===== src/rtl/mul_sequencer.sv =====
// Iterative radix-2 shift-add multiplier (MUL/MULS/UMULL/SMULL) with its own
// IDLE/RUN/FIX/DONE controller; operates on magnitudes and fixes the sign at the end.
module mul_sequencer #(
  parameter int WIDTH      = 32,
  parameter int EARLY_EXIT = 1
) (
  input  logic             clk,
  input  logic             reset,
  input  logic             Start,
  input  logic             Signed,
  input  logic             Long,
  input  logic [WIDTH-1:0] SrcA,
  input  logic [WIDTH-1:0] SrcB,
  output logic             Busy,
  output logic             Done,
  output logic [WIDTH-1:0] Result,
  output logic [WIDTH-1:0] ResultHi,
  output logic [1:0]       Flags
);

  localparam int PW = 2 * WIDTH;
  localparam int CW = $clog2(WIDTH + 1);
  localparam logic [CW-1:0] LAST_CNT = CW'(WIDTH - 1);
  localparam logic [CW-1:0] CNT_ONE  = CW'(1);

  typedef enum logic [1:0] {
    IDLE = 2'd0,
    RUN  = 2'd1,
    FIX  = 2'd2,
    DONE = 2'd3
  } state_t;

  // Unsigned magnitude; the most-negative value maps to 2^(WIDTH-1).
  function automatic logic [WIDTH-1:0] magnitude(input logic [WIDTH-1:0] v, input logic sgn);
    if (sgn && v[WIDTH-1]) begin
      magnitude = ~v + {{(WIDTH-1){1'b0}}, 1'b1};
    end else begin
      magnitude = v;
    end
  endfunction

  function automatic logic [PW-1:0] apply_sign(input logic [PW-1:0] v, input logic neg);
    if (neg) begin
      apply_sign = ~v + {{(PW-1){1'b0}}, 1'b1};
    end else begin
      apply_sign = v;
    end
  endfunction

  state_t          state_r, state_s;
  logic [CW-1:0]   cnt_r;
  logic [PW-1:0]   mcand_r;
  logic [WIDTH-1:0] mplier_r;
  logic [PW-1:0]   acc_r;
  logic            neg_r;
  logic            long_r;
  logic            busy_r;
  logic            done_r;
  logic [WIDTH-1:0] result_r;
  logic [WIDTH-1:0] result_hi_r;
  logic [1:0]      flags_r;
  logic            accept_s;
  logic            last_iter_s;
  logic [PW-1:0]   final_s;

  assign accept_s    = Start && ((state_r == IDLE) || (state_r == DONE));
  assign last_iter_s = (cnt_r == LAST_CNT) ||
                       ((EARLY_EXIT != 0) && (mplier_r[WIDTH-1:1] == {(WIDTH-1){1'b0}}));
  assign final_s     = apply_sign(acc_r, neg_r);

  // Controller state register.
  always_ff @(posedge clk or posedge reset) begin
    if (reset) begin
      state_r <= IDLE;
    end else begin
      state_r <= state_s;
    end
  end

  // Next-state logic.
  always_comb begin
    state_s = state_r;
    case (state_r)
      IDLE: begin
        if (accept_s) state_s = RUN;
        else          state_s = IDLE;
      end
      RUN: begin
        if (last_iter_s) state_s = FIX;
        else             state_s = RUN;
      end
      FIX:     state_s = DONE;
      DONE: begin
        if (accept_s) state_s = RUN;
        else          state_s = IDLE;
      end
      default: state_s = IDLE;
    endcase
  end

  // Operand capture, shift-add iteration, sign fix-up and registered outputs.
  always_ff @(posedge clk or posedge reset) begin
    if (reset) begin
      cnt_r       <= {CW{1'b0}};
      mcand_r     <= {PW{1'b0}};
      mplier_r    <= {WIDTH{1'b0}};
      acc_r       <= {PW{1'b0}};
      neg_r       <= 1'b0;
      long_r      <= 1'b0;
      busy_r      <= 1'b0;
      done_r      <= 1'b0;
      result_r    <= {WIDTH{1'b0}};
      result_hi_r <= {WIDTH{1'b0}};
      flags_r     <= 2'b00;
    end else begin
      busy_r <= (state_s == RUN) || (state_s == FIX);
      done_r <= (state_s == DONE);
      case (state_r)
        IDLE, DONE: begin
          if (accept_s) begin
            cnt_r    <= {CW{1'b0}};
            mcand_r  <= {{WIDTH{1'b0}}, magnitude(SrcA, Signed)};
            mplier_r <= magnitude(SrcB, Signed);
            acc_r    <= {PW{1'b0}};
            neg_r    <= (SrcA[WIDTH-1] ^ SrcB[WIDTH-1]) & Signed;
            long_r   <= Long;
          end
        end
        RUN: begin
          if (mplier_r[0]) begin
            acc_r <= acc_r + mcand_r;
          end
          mcand_r  <= mcand_r << 1;
          mplier_r <= mplier_r >> 1;
          cnt_r    <= cnt_r + CNT_ONE;
        end
        FIX: begin
          result_r    <= final_s[WIDTH-1:0];
          result_hi_r <= final_s[PW-1:WIDTH];
          if (long_r) begin
            flags_r <= {final_s[PW-1], (final_s == {PW{1'b0}})};
          end else begin
            flags_r <= {final_s[WIDTH-1], (final_s[WIDTH-1:0] == {WIDTH{1'b0}})};
          end
        end
        default: begin
        end
      endcase
    end
  end

  assign Busy     = busy_r;
  assign Done     = done_r;
  assign Result   = result_r;
  assign ResultHi = result_hi_r;
  assign Flags    = flags_r;

endmodule


===== config.mk =====
export PLATFORM = sky130hd
export DESIGN_NAME = mul_sequencer
export DESIGN_NICKNAME = d
export VERILOG_FILES = /design/src/rtl/mul_sequencer.sv
export SDC_FILE = /design/constraint.sdc
export NUM_CORES = 1
export LEC_CHECK = 0
export CAP_MARGIN = 20
export CORE_MARGIN = 2
export CORE_UTILIZATION = 40
export CTS_CLUSTER_SIZE = 40
export DETAILED_ROUTE_END_ITERATION = 7
export PLACE_DENSITY = 0.62
export SETUP_SLACK_MARGIN = 0.05
export SKIP_CTS_REPAIR_TIMING = 1
export SLEW_MARGIN = 15
export SYNTH_ARGS = -nofsm -noshare
export SYNTH_HDL_FRONTEND = slang
export SYNTH_SLANG_ARGS = --single-unit

===== constraint.sdc =====
create_clock -name clk -period 15.9 [get_ports clk]
set_input_delay 3.975 -clock clk [delete_from_list [all_inputs] [get_ports clk]]
set_output_delay 3.975 -clock clk [all_outputs]
set_load 0.02 [all_outputs]

== Word level (Yosys, flattened, before mapping) ==
Index checks and enable logic that the tools add are counted.
Storage, ports and cells
  flip-flop bits (word level): 238
  word-level logic and storage cells: 62
Cells by class
  add/sub/neg operators: 5
  equality and inequality tests: 9
  multiplexer cells: 16
  bitwise gates (word level): 5
  reductions and logical operators: 15
Operators with widths (number)
  $mux 64: 4
  $pmux 64 s2: 2
  $mux 32: 3
  $add 32x1->32 const B: 2
  $add 64x1->64 const B: 1
  $add 64x64->64: 1
  $logic_not 64->1: 1
  $not 32->32: 2
  $not 64->64: 1
  $pmux 32 s2: 1
  $logic_not 32->1: 1
  $logic_not 31->1: 1
  $pmux 6 s2: 1
  $eq 2x2->1 const B: 4
  $add 6x1->6 const B: 1
  $eq 6x5->1 const B: 1
  $mux 6: 1
  $pmux 2 s3: 1
  $eq 2x1->1 const B: 2
  $mux 2: 2
  $reduce_and 2->1: 2
  $logic_and 1x1->1: 3
  $logic_or 1x1->1: 3
  $reduce_and 3->1: 1
  other kinds (8): 8

== Logic depth before layout (Yosys ltp) ==
  depth in word-level cells: 7
  depth in mapped cells: 13

== Worst setup path after synthesis ==
Ideal clock, no wire load.
  kind: input to register
  start: in SrcA[9]
  end: reg mcand_r[30]
  library setup time: 0.065 ns
  arrival: 6.288 ns
  data required time: 15.835 ns
  path slack: 9.547 ns
  stages: 9
  cells stage by stage: or4_1 > or4_1 > nor3_1 > nand2_1 > o31ai_1 > o21ai_0 > xnor2_1 > o21ai_0 > o21a_1
On the way
  cells in the longest elaborated chain, start to end: 5
RTL lines
  start: declaration: line 12  | input logic [WIDTH-1:0] SrcA,
  $not 32->32: line 36  | magnitude = ~v + {{(WIDTH-1){1'b0}}, 1'b1};
  $add 32x1->32: line 36
  $mux 32: line 35  | if (sgn && v[WIDTH-1]) begin
  $mux 64: line 120  | if (accept_s) begin
  $pmux 64 s2: line 118  | case (state_r)
  end signal: assignment: line 105  | mcand_r <= {PW{1'b0}};
  end signal: assignment: line 122  | mcand_r <= {{WIDTH{1'b0}}, magnitude(SrcA, Signed)};
  end signal: assignment: line 133  | mcand_r <= mcand_r << 1;
  end: declaration: line 52  | logic [PW-1:0] mcand_r;
Every way passes these cells. The select of a mux whose other input is x is not followed.
A chain may end at the register's enable or synchronous reset.

== Worst setup path after layout ==
  start: in SrcA[7]
  end: reg mcand_r[30]
Same word-level chain as after synthesis.

==> results.sh <==
export IMPL_grt_overflow=0
export IMPL_cts_tree="built"
export IMPL_start_util=0.4031
export IMPL_chipWidth_um=206.4
export IMPL_critPathArrivalTime_ns=7.09
export IMPL_r2r_start="acc_r[10]"
export IMPL_seq_area_frac_synth=0.3635
export IMPL_core_rowCount=74
export IMPL_synth_fa_ha_area_frac=0.05468
export IMPL_dr_first_iter_drc_count=871
export IMPL_finalSetupViolations=0
export IMPL_antenna_found_initial=4
export IMPL_grt_usage=0.2163
export IMPL_p_leak_nw=7.910
export IMPL_cp_startpoint="SrcA[7]"
export IMPL_synth_common_cells="nand2_1, dfrtp_1, a21oi_1"
export IMPL_synth_simple_gate_area_frac=0.1952
export IMPL_numCtsBuffers=29
export IMPL_synthArstFlopShare=1.000
export IMPL_drt_wirelength_per_cell_um=17.80
export IMPL_clkTransAtPathRegs_ns=0.06
export IMPL_ys_top_cells_by_area="dfrtp_1, a21oi_1, xor2_1"
export IMPL_clock_root_buffer="clkbuf_16"
export IMPL_viasPerCell=5.675
export IMPL_yosys_warnings=0
export IMPL_synth_top_cell_area_share=0.3635
export IMPL_cp_data_required_time_ns=16.40
export IMPL_relSlewSlack=0.3250
export IMPL_grt_pass1_wl_um=73800
export IMPL_holdWs_ns=0.4868
export IMPL_cts_sinks=238
export IMPL_hpwlAfterDp_um=34920
export IMPL_avgSynthCellArea_um2=8.221
export IMPL_worst_pin_slew_ns=0.9994
export IMPL_wl_um=46230
export IMPL_finalSetupTns_ns=0
export IMPL_nets=2184
export IMPL_synth_seq_cells=238
export IMPL_cp_end_kind="register"
export IMPL_rsz0062_at_grt="no"
export IMPL_netlist_area_um2=16380
export IMPL_vias=14740
export IMPL_ant_nets=0
export IMPL_dr_pass1_iters=6
export IMPL_status="finished clean"
export IMPL_cp_start_kind="primary input"
export IMPL_core_area_um2=40650
export IMPL_clockBufferDepth=3
export IMPL_drc=0
export IMPL_io_pins=137
export IMPL_finalClockSkew_ns=0.01426
export IMPL_p_per_area_nw_per_um2=208.4
export IMPL_synth_mux_area_fraction=0.01275
export IMPL_synth_most_common_cell="nand2_1"
export IMPL_synthCells=1993
export IMPL_hold_start="mplier_r[0]"
export IMPL_ys_types=81
export IMPL_grt_start_max_net_pins=110
export IMPL_rr_worst_depth=10
export IMPL_r2r_slack_ns=11.52
export IMPL_max_cap_viol_count=0
export IMPL_synth_edff_count=0
export IMPL_synth_top_cell_by_area="dfrtp_1"
export IMPL_fmax_mhz=151.7
export IMPL_portBuffers=136
export IMPL_hold_viol_final=0
export IMPL_grt_pass1_vias=13790
export IMPL_timing_rr_end="Flags[0]"
export IMPL_synth_top_family_by_area="compound AO/OA/AOI/OAI gates"
export IMPL_die_area_um2=42600
export IMPL_worst_setup_path_type="primary input to register"
export IMPL_peakVddDrop_v=0.00009864
export IMPL_drive_gt1_frac=0.05090
export IMPL_synth_compound_area_share=0.2392
export IMPL_insertion_delay_ns=0.56
export IMPL_crit_end="mcand_r[30]"
export IMPL_fin_crit_sh=0.4146
export IMPL_finish_utilization=0.4656
export IMPL_gp_congestion=0.9418
export IMPL_synth_flop_cell="dfrtp_1"
export IMPL_die_h_um=206.4
export IMPL_synthToLayoutAreaGrowth_pct=15.51
export IMPL_slew_viol_final=0
export IMPL_min_path_type="register to register"
export IMPL_htree_levels=1
export IMPL_syn_nets=2133
export IMPL_synth_xor_area_frac=0.09675
export IMPL_layout_cells_non_filler=2597
export IMPL_post_place_cells=2545
export IMPL_fin_crit_ns=6.593
export IMPL_critPathMaxFanout=4
[state kept, by name, indices dropped and copies added, names as in the netlist]
register and count:
cnt_r 6, long_r 1, neg_r 1, mplier_r 32
Done 1, ResultHi 32, acc_r 64, mcand_r 64
Flags 2, state_r 2, Result 32, Busy 1
[logic make-up (layout without fill, tap and decap cells)]
family	Yosys count	after routing
buffers and inverters	147	217
XOR/XNOR	181	181
flip-flops	238	238
AND/OR/NAND/NOR	697	697
adder cells (fa/ha/maj)	71	71
multiplexers	19	19
other	0	2
AO/OA/AOI/OAI	640	640
[report_power, final]
part	switching, W	internal, W
sequential	0.000293	0.000860
clock	0.000257	0.000381
combinational	0.00134	0.000819
total	0.00188	0.00206
[metal layers]
layer / vias up / global-route usage / wire, µm
met2: 426 / 0.3353 / 19940
li1: 7321 / - / -
met4: 4 / 0.06301 / 1243
met3: 77 / 0.03847 / 3189
met5: - / 0 / 27
met1: 6909 / 0.3076 / 21830
[cell usage in the layout, fill, tap and decap left out, types with 5 or more instances in the layout]
cell type and count:
a21oi_1 215, a31oi_1 11, clkbuf_8 7, o31ai_1 32, and3_1 7, xnor2_1 63, o21ai_0 198, nand4_1 30
xor2_1 118, o21a_1 13, a21o_1 26, or3_1 21, mux2_2 15, o211ai_1 7, nand2b_1 13, buf_4 10
o22ai_1 9, and2_1 5, nor4_1 26, nor2b_1 9, clkdlybuf4s50_1 136, nand2_1 251, or3_2 8, a211oi_1 9
or2_2 7, clkbuf_16 29, a22o_1 39, ha_1 68, clkinv_2 5, dfrtp_1 237, nor3b_1 5, nor3_1 40
nand3_1 27, or4_1 18, a32oi_1 6, inv_1 19, o41ai_1 21, nor2_1 211
[critical path, stage by stage]
cell	delay, ns
clkdlybuf4s50_1	0.46
or4_1	0.60
or4_1	0.45
nor3_1	0.29
nand2_1	0.20
o31ai_1	0.46
o21ai_0	0.20
xnor2_1	0.16
o21ai_0	0.15
o21a_1	0.14
[stage by stage]
stage          area [µm²]  setup slack [ns]  power, W
3_3_place_gp        17990             8.787  0.003274
5_1_grt             18920             8.987  0.004276
4_1_cts             18920             9.361  0.003961
6_report            18930             9.307  0.003945
3_5_place_dp        17990             8.775  0.003304
2_1_floorplan       16380             5.394  0.002626
[layout make-up]
cell class | count | area, µm²
multi-input combinational | 1608 | 9849
sequential | 238 | 5957
inverter | 21 | 86.33
tap | 532 | 665.6
timing repair buffer | 146 | 1436
antenna | 2 | 5.005
clock buffer | 40 | 837.1
clock inverter | 10 | 88.84
fill | 4021 | 21720
[worst min-delay path by stage]
stage,slack [ns],endpoint,cells after the start
4_1_cts,0.49,mplier_r[0],2
6_report,0.49,mplier_r[0],2
3_3_place_gp,0.47,mplier_r[0],2
5_1_grt,0.51,mplier_r[0],2
3_5_place_dp,0.48,mplier_r[0],2
2_1_floorplan,0.45,mplier_r[0],2
No activity file was read; power rests on OpenSTA's default activity.
